### config.mk
export PLATFORM = sky130hd
export DESIGN_NAME = sel_split_n_d
export DESIGN_NICKNAME = d
export VERILOG_FILES = /design/src/rtl/selsplit_pkg.sv /design/src/rtl/selsplit_ack_tap.sv /design/src/rtl/sel_split_n_d.sv
export SDC_FILE = /design/constraint.sdc
export NUM_CORES = 1
export LEC_CHECK = 0
export BUFFER_PORTS_ARGS = -buffer_cell sky130_fd_sc_hd__buf_2
export CAP_MARGIN = 20
export CORE_MARGIN = 2
export CORE_UTILIZATION = 45
export DETAILED_ROUTE_END_ITERATION = 16
export HOLD_SLACK_MARGIN = 0.03
export PLACE_DENSITY = 0.87
export SLEW_MARGIN = 30
export SYNTH_ARGS = -nofsm -noshare
export SYNTH_HDL_FRONTEND = slang
export SYNTH_SLANG_ARGS = --single-unit
### constraint.sdc
create_clock -name clk -period 2.3 [get_ports clk]
set_input_delay 0.345 -clock clk [delete_from_list [all_inputs] [get_ports clk]]
set_output_delay 0.345 -clock clk [all_outputs]
set_load 0.01 [all_outputs]
### src/rtl/selsplit_pkg.sv
// Shared definitions for the selective splitter: FSM state encoding and
// legal parameter ranges.
package selsplit_pkg;

    localparam logic [1:0] ST_IDLE = 2'd0;
    localparam logic [1:0] ST_WAIT = 2'd1;
    localparam logic [1:0] ST_HOLD = 2'd2;

    typedef enum logic [1:0] {
        IDLE = ST_IDLE,
        WAIT = ST_WAIT,
        HOLD = ST_HOLD
    } selState_t;

    localparam int N_OUT_MIN      = 2;
    localparam int N_OUT_MAX      = 16;
    localparam int FREE_DELAY_MIN = 0;
    localparam int FREE_DELAY_MAX = 15;
    localparam int CNT_W          = 4;

endpackage

### src/rtl/selsplit_ack_tap.sv
// Per-channel sticky acknowledge: set by a free on a selected channel while
// waiting, cleared when the splitter returns to idle.
module selsplit_ack_tap (
    input  logic clk,
    input  logic rst,
    input  logic inWait,
    input  logic free,
    input  logic sel,
    input  logic clr,
    output logic ack
);

    always_ff @(posedge clk or posedge rst) begin
        if (rst)
            ack <= 1'b0;
        else if (clr)
            ack <= 1'b0;
        else if (inWait && free && sel)
            ack <= 1'b1;
    end

endmodule

### src/rtl/sel_split_n_d.sv
// Selective 1:N request splitter with join-on-free and a programmable idle
// delay before releasing upstream. Define SELSPLIT_HOLD_DATA_EN for per-channel payload hold.
module sel_split_n_d
    import selsplit_pkg::*;
#(
    parameter int DATA_WIDTH = 32,
    parameter int N_OUT      = 2,
    parameter int FREE_DELAY = 2
) (
    input  logic                        clk,
    input  logic                        rst,
    input  logic                        i_drive,
    input  logic [N_OUT-1:0]            i_valid,
    input  logic [DATA_WIDTH-1:0]       i_data,
    input  logic [N_OUT-1:0]            i_freeNext,
    output logic [N_OUT-1:0]            o_driveNext,
    output logic [N_OUT*DATA_WIDTH-1:0] o_data,
    output logic                        o_free,
    output logic                        o_busy,
    output logic                        o_drop
);

    if (N_OUT < N_OUT_MIN || N_OUT > N_OUT_MAX) begin : gBadNOut
        $error("sel_split_n_d: N_OUT out of range");
    end
    if (FREE_DELAY < FREE_DELAY_MIN || FREE_DELAY > FREE_DELAY_MAX) begin : gBadDelay
        $error("sel_split_n_d: FREE_DELAY out of range");
    end

    localparam logic [CNT_W-1:0] HOLD_INIT =
        (FREE_DELAY > 0) ? CNT_W'(FREE_DELAY - 1) : '0;

    selState_t              state;
    logic [N_OUT-1:0]       maskR;
    logic [N_OUT-1:0]       ackVec;
    logic [CNT_W-1:0]       cnt;
    logic [N_OUT-1:0]       driveNextR;
    logic                   freeR;
    logic                   dropR;
    logic                   inWait;
    logic                   done;
    logic                   enterIdle;

    assign inWait = (state == WAIT);
    // A free arriving in the completing cycle counts without waiting for its sticky bit.
    assign done   = inWait && ((ackVec | (i_freeNext & maskR)) == maskR);
    assign enterIdle = (done && FREE_DELAY == 0) || (state == HOLD && cnt == '0);

    for (genvar k = 0; k < N_OUT; k++) begin : gAck
        selsplit_ack_tap uTap (
            .clk    (clk),
            .rst    (rst),
            .inWait (inWait),
            .free   (i_freeNext[k]),
            .sel    (maskR[k]),
            .clr    (enterIdle),
            .ack    (ackVec[k])
        );
    end

    always_ff @(posedge clk or posedge rst) begin
        if (rst) begin
            state      <= IDLE;
            maskR      <= '0;
            cnt        <= '0;
            driveNextR <= '0;
            freeR      <= 1'b0;
            dropR      <= 1'b0;
        end else begin
            driveNextR <= '0;
            freeR      <= 1'b0;
            dropR      <= 1'b0;
            case (state)
                IDLE: begin
                    if (i_drive) begin
                        maskR      <= i_valid;
                        driveNextR <= i_valid;
                        state      <= WAIT;
                    end
                end
                WAIT: begin
                    dropR <= i_drive;
                    if (done) begin
                        if (FREE_DELAY == 0) begin
                            state <= IDLE;
                            freeR <= 1'b1;
                        end else begin
                            state <= HOLD;
                            cnt   <= HOLD_INIT;
                        end
                    end
                end
                HOLD: begin
                    dropR <= i_drive;
                    if (cnt == '0) begin
                        state <= IDLE;
                        freeR <= 1'b1;
                    end else begin
                        cnt <= cnt - 1'b1;
                    end
                end
                default: state <= IDLE;
            endcase
        end
    end

`ifdef SELSPLIT_HOLD_DATA_EN
    logic [N_OUT-1:0][DATA_WIDTH-1:0] payloadR;

    always_ff @(posedge clk or posedge rst) begin
        if (rst) begin
            payloadR <= '0;
        end else if (state == IDLE && i_drive) begin
            for (int k = 0; k < N_OUT; k++)
                if (i_valid[k]) payloadR[k] <= i_data;
        end
    end

    for (genvar k = 0; k < N_OUT; k++) begin : gData
        assign o_data[k*DATA_WIDTH +: DATA_WIDTH] = payloadR[k];
    end
`else
    logic [DATA_WIDTH-1:0] payloadR;

    always_ff @(posedge clk or posedge rst) begin
        if (rst)
            payloadR <= '0;
        else if (state == IDLE && i_drive)
            payloadR <= i_data;
    end

    for (genvar k = 0; k < N_OUT; k++) begin : gData
        assign o_data[k*DATA_WIDTH +: DATA_WIDTH] = payloadR;
    end
`endif

    assign o_driveNext = driveNextR;
    assign o_free      = freeR;
    assign o_drop      = dropR;
    assign o_busy      = (state != IDLE);

endmodule

* After elaboration in Yosys (flattened, before gate mapping)
Index checks and enable logic that the tools add are counted.
Storage, ports and cells: register bits 46, input port bits 39, output and inout port bits 69, word-level logic and storage cells 52
Cells by class: $add $sub $neg 1, equal/unequal tests 7, mux-type cells 16, bitwise gates (word level) 2, reduce and logical (&&, ||, !) cells 17
Operators with widths (count):
- 2-bit two-way mux | 5
- 4-bit two-way mux | 2
- 4-bit case mux with 2 select lines | 1
- 2-bit nonzero test | 4
- 1-bit logical AND | 7
- 1-bit two-way mux | 7
- 2-bit inequality test, second input constant | 3
- 2-bit case mux with 3 select lines | 1
- 3-bit AND reduction | 2
- 4-bit logical NOT | 1
- 4-bit by 1-bit subtractor with 4-bit output, second input constant | 1
- 2-bit bitwise AND | 1
- 2-bit by 1-bit == test with 1-bit output, second input constant | 1
- 2-bit == test | 1
- 2-bit == test, second input constant | 1
- 2-bit logical NOT | 1
- 2-bit by 1-bit inequality test with 1-bit output, second input constant | 1
- 2-bit OR | 1
- 2-bit AND reduction | 1
- 2-bit OR reduction | 1

* Longest topological paths before layout
depth after elaboration 6, depth in mapped cells 6, depth with buffers taken out 6

* Hierarchy
A second synthesis with hierarchy kept.
Second synthesis, totals: cells, all modules 177, area, all modules 2190.9 um^2
Modules (own cells, without submodules):
- sel_split_n_d | times used 1, cells an instance 169, area an instance 2113.3 um^2, sequential area each 1101.1 um^2
- selsplit_ack_tap | times used 2, cells an instance 4, area an instance 38.8 um^2, sequential area each 25.0 um^2

* Least setup slack after synthesis
Ideal clock, no wire load.
path type register to register, start point register state[0], end point register cnt[3], library setup time 0.121 ns, data arrival time 1.516 ns, data required time 2.179 ns, slack 0.663 ns, cell stages (with the launch flop) 7, buffers on the path 0, period minus slack after synthesis 1.637 ns, path through dfrtp_1 inv_1 ha_1 and4bb_1 nor3_1 a32o_1 a22o_1
Between the ends: cells in the longest elaborated chain, start to end 4, elaborated cells on any way between the ends 8, classes of those cells eq/ne: 4; mux: 1; reduce/logical: 3
RTL lines:
- from (decl) | line sel_split_n_d.sv:33 | selState_t state;
- from (signal assigned) | line sel_split_n_d.sv:63 | state <= IDLE;
- from (signal assigned) | line sel_split_n_d.sv:78 | state <= WAIT;
- from (signal assigned) | line sel_split_n_d.sv:85 | state <= IDLE;
- 2-bit by 1-bit == test with 1-bit output | line sel_split_n_d.sv:44, sel_split_n_d.sv:73
- 1-bit logical AND | line sel_split_n_d.sv:46 | assign done = inWait && ((ackVec | (i_freeNext & maskR)) == maskR);
- 2-bit inequality test (no source line)
- 3-bit AND reduction (no source line)
- to (signal assigned) | line sel_split_n_d.sv:99 | cnt <= cnt - 1'b1;
- to (decl) | line sel_split_n_d.sv:36 | logic [CNT_W-1:0] cnt;
Several ways; a longest one is shown, not always the timed one. A chain may end at the register's enable or synchronous reset.

* Worst setup path in the final report
start point register state[1], end point register state[1]
Between the ends: cells in the longest elaborated chain, start to end 4, elaborated cells on any way between the ends 9, classes of those cells eq/ne: 5; mux: 1; reduce/logical: 3
RTL lines (line):
- 2-bit by 1-bit == test with 1-bit output | sel_split_n_d.sv:44, sel_split_n_d.sv:73
- 1-bit logical AND | sel_split_n_d.sv:46
- 2-bit inequality test (no source line)
- 3-bit AND reduction (no source line)
Several ways; a longest one is shown, not always the timed one.

==> metrics <==
GR Overflow Total 0; post-DP HPWL just under 3000 um; power density over the cells 1500 nW/um^2; setup TNS 0 ns; CTS hold repair buffers 0; vias in the first global route about 1300; Total GRT Usage 15.1%; Fmax achieved 0.560 GHz; Leakage 1.36 nW; Max-slew headroom between 60% and 70%; RSZ-0062 raised after global routing false; worst path arrival time 1.96 ns; Tightest Hold Check Type primary input to async pin; Final GP Congestion a little under 0.8; cell count after synthesis roughly 170; final setup vio count 0; hold slack final 0.180 ns; final cell count without fillers 302; First DRT Iteration DRCs 60; ANT nets after route 0; synth unique cells 28; Nets 292; Cell Int Power around 2.5 mW; cts repair resizes 0; first-pass GRT wire length roughly 6000 um; htree depth 2; Root Buffer Master clkbuf_8; Critical Path Source Type flip-flop; Fin. Hold Viols 0; Crit Path Category flip-flop to flip-flop; Sinks on Clock Net 46; critical path peak fanout 7; Die ar. between 5000 and 6000 um^2; Psw roughly 1.5 mW; drt via density 4.82; Initial DRT Pass Iterations 4; share of layout cells above drive strength 1 61.3%; worst slew pin tran approximately 0.58 ns; IO Port Bufs around 110; routed wire length just under 4000 um; clk_skew between 0.006 and 0.007 ns; Setup Fix Bufs, Post-CTS 0; clock buffer count from CTS 5; TritonCTS clock tree yes; yosys synthesis warning count 0; chip height approximately 73 um; diode count 0; part of the power in registers between 30% and 40%; Setup crit end kind flip-flop; # fillers 389; #FFs+latches synth 46; status finished clean; Std-Cell Rows 25; Clock Power Share approximately 15%; Syn-to-layout area delta 22.3%; wire per inst around 13 um; switching share of power roughly 37%; Worst-path clk slew 0.08 ns; Clock Path Buffers 2; Max Cap Viol 0; CP Data Required Time approximately 2.5 ns; Syn Area/Cell roughly 13 um^2; post-synthesis sequential area ratio 53.7%; residual DRC count 0; Worst Setup SP state[1]; max-slew violation count 0; Final period util between 70% and 80%; Final Core Density a little under three fifths; largest net degree at the start of global routing between 40 and 50; initial antenna violation count 0; combinational power share between 40 and 50%; Die W roughly 73 um; Worst-Skew Late Latency just under 0.3 ns; # IOs approximately 110; cell area after synthesis roughly 2100 um^2; Core ar. 4660 um^2; Worst VDD drop between 0.6 and 0.7 mV; Final min period 1.79 ns; Vias 1455; Post-Place Cells about 290; RR Startpoint state[1]; syn nets 210; Starting Density 46.0%
power by group through the flow:
stage	sequential, mW	combinational [mW]	clock (mW)
floorplan	1.61	1.39	0
global placement	1.45	1.89	0
detailed placement	1.48	1.92	0
CTS	1.47	1.92	0.611
global route	1.52	2.08	0.642
finish	1.46	1.89	0.584
registers in the layout, summed over array words and instances (netlist names):
| register | flops |
|---|---|
| cnt | 4 |
| o_driveNext | 2 |
| o_drop | 1 |
| maskR | 2 |
| payloadR | 32 |
| gAck.uTap.ack | 2 |
| state | 2 |
| o_free | 1 |
worst max-delay path: stages (launching register included):
cell	delay [ns]
dfrtp_1	0.40
inv_1	0.12
ha_1	0.32
nand3_1	0.25
o2111ai_1	0.22
mux2_2	0.36
cell type report:
cell class	count	area [um^2]	share of cell area, %
sequential	46	1150	44.0
multi-input combinational	76	706	26.9
timing repair buffer	110	558	21.3
clock buffer	7	76.3	2.91
tap	54	67.6	2.58
clock inverter	1	30.0	1.15
inverter	8	30.0	1.15
cells in the final DEF (no fill, tap or decap), types with 2 or more instances in the layout:
cell type    n
ha_1         6
a31oi_1      3
a32o_1       2
nor2b_1      2
and3_1       2
buf_2      107
clkbuf_8     5
buf_4        3
nor2_1       6
clkbuf_1     2
mux2_2      34
a22o_1       2
nand3_1      3
inv_1        7
a21o_1       2
dfrtp_1     46
stage by stage:
stage / area, um^2 / setup slack, ns / total power [mW]
final: 2620 / 0.515 / 3.93
after global routing: 2620 / 0.391 / 4.24
after CTS: 2620 / 0.503 / 4.00
after detailed placement: 2510 / 0.513 / 3.40
after global placement: 2510 / 0.569 / 3.34
after floorplan: 2140 / 0.663 / 3.00
logic make-up after synthesis:
kind of cell / share of synthesized area [%]
DFF: 53.7
buffers and inverters: 13.3
muxes: 17.9
adders and majority gates: 3.50
AOI/OAI and AO/OA: 6.43
and+or+nand+nor: 5.14
metal layers:
layer  track usage [%]  up-vias  routed length (um)
met3              4.97        6                 276
met2              24.7       70                1870
li1                  -      699                   -
met4              5.14        0                  52
met1              18.8      680                1670
met5                 0        -                   0
Yosys cell counts (all sizes together):
master    n  area share [%]
inv       8             1.4
and2      1            0.29
o211ai    1            0.35
o2111ai   1            0.41
o2bb2ai   1            0.41
and3      2            0.58
and4bb    1            0.58
dfrtp    46              54
nor2b     2            0.58
a22o      2            0.82
a32o      2            0.93
nor2      6             1.1
o31ai     1            0.99
o21a      1            0.35
or3       1            0.29
buf      35              12
nand2b    1            0.29
mux2     34              18
a31oi     3            0.88
o21bai    1            0.35
nand2     1            0.18
nand3     3            0.70
nor3      1            0.23
ha        6             3.5
nor3b     1            0.35
a21o      2            0.70
o21ai     1            0.23
final timing paths:
check                                     to  slack [ns]  cells after the start
worst min-delay path             payloadR[7]        0.18                      3
max in group asynchronous        payloadR[5]        1.72                      3
worst max register to register      state[1]        0.51                      5
worst min register to register        cnt[0]        0.49                      1
worst max-delay path                state[1]        0.51                      5
min in group clk                payloadR[22]        0.28                      2
No activity file was read; power rests on OpenSTA's default activity.
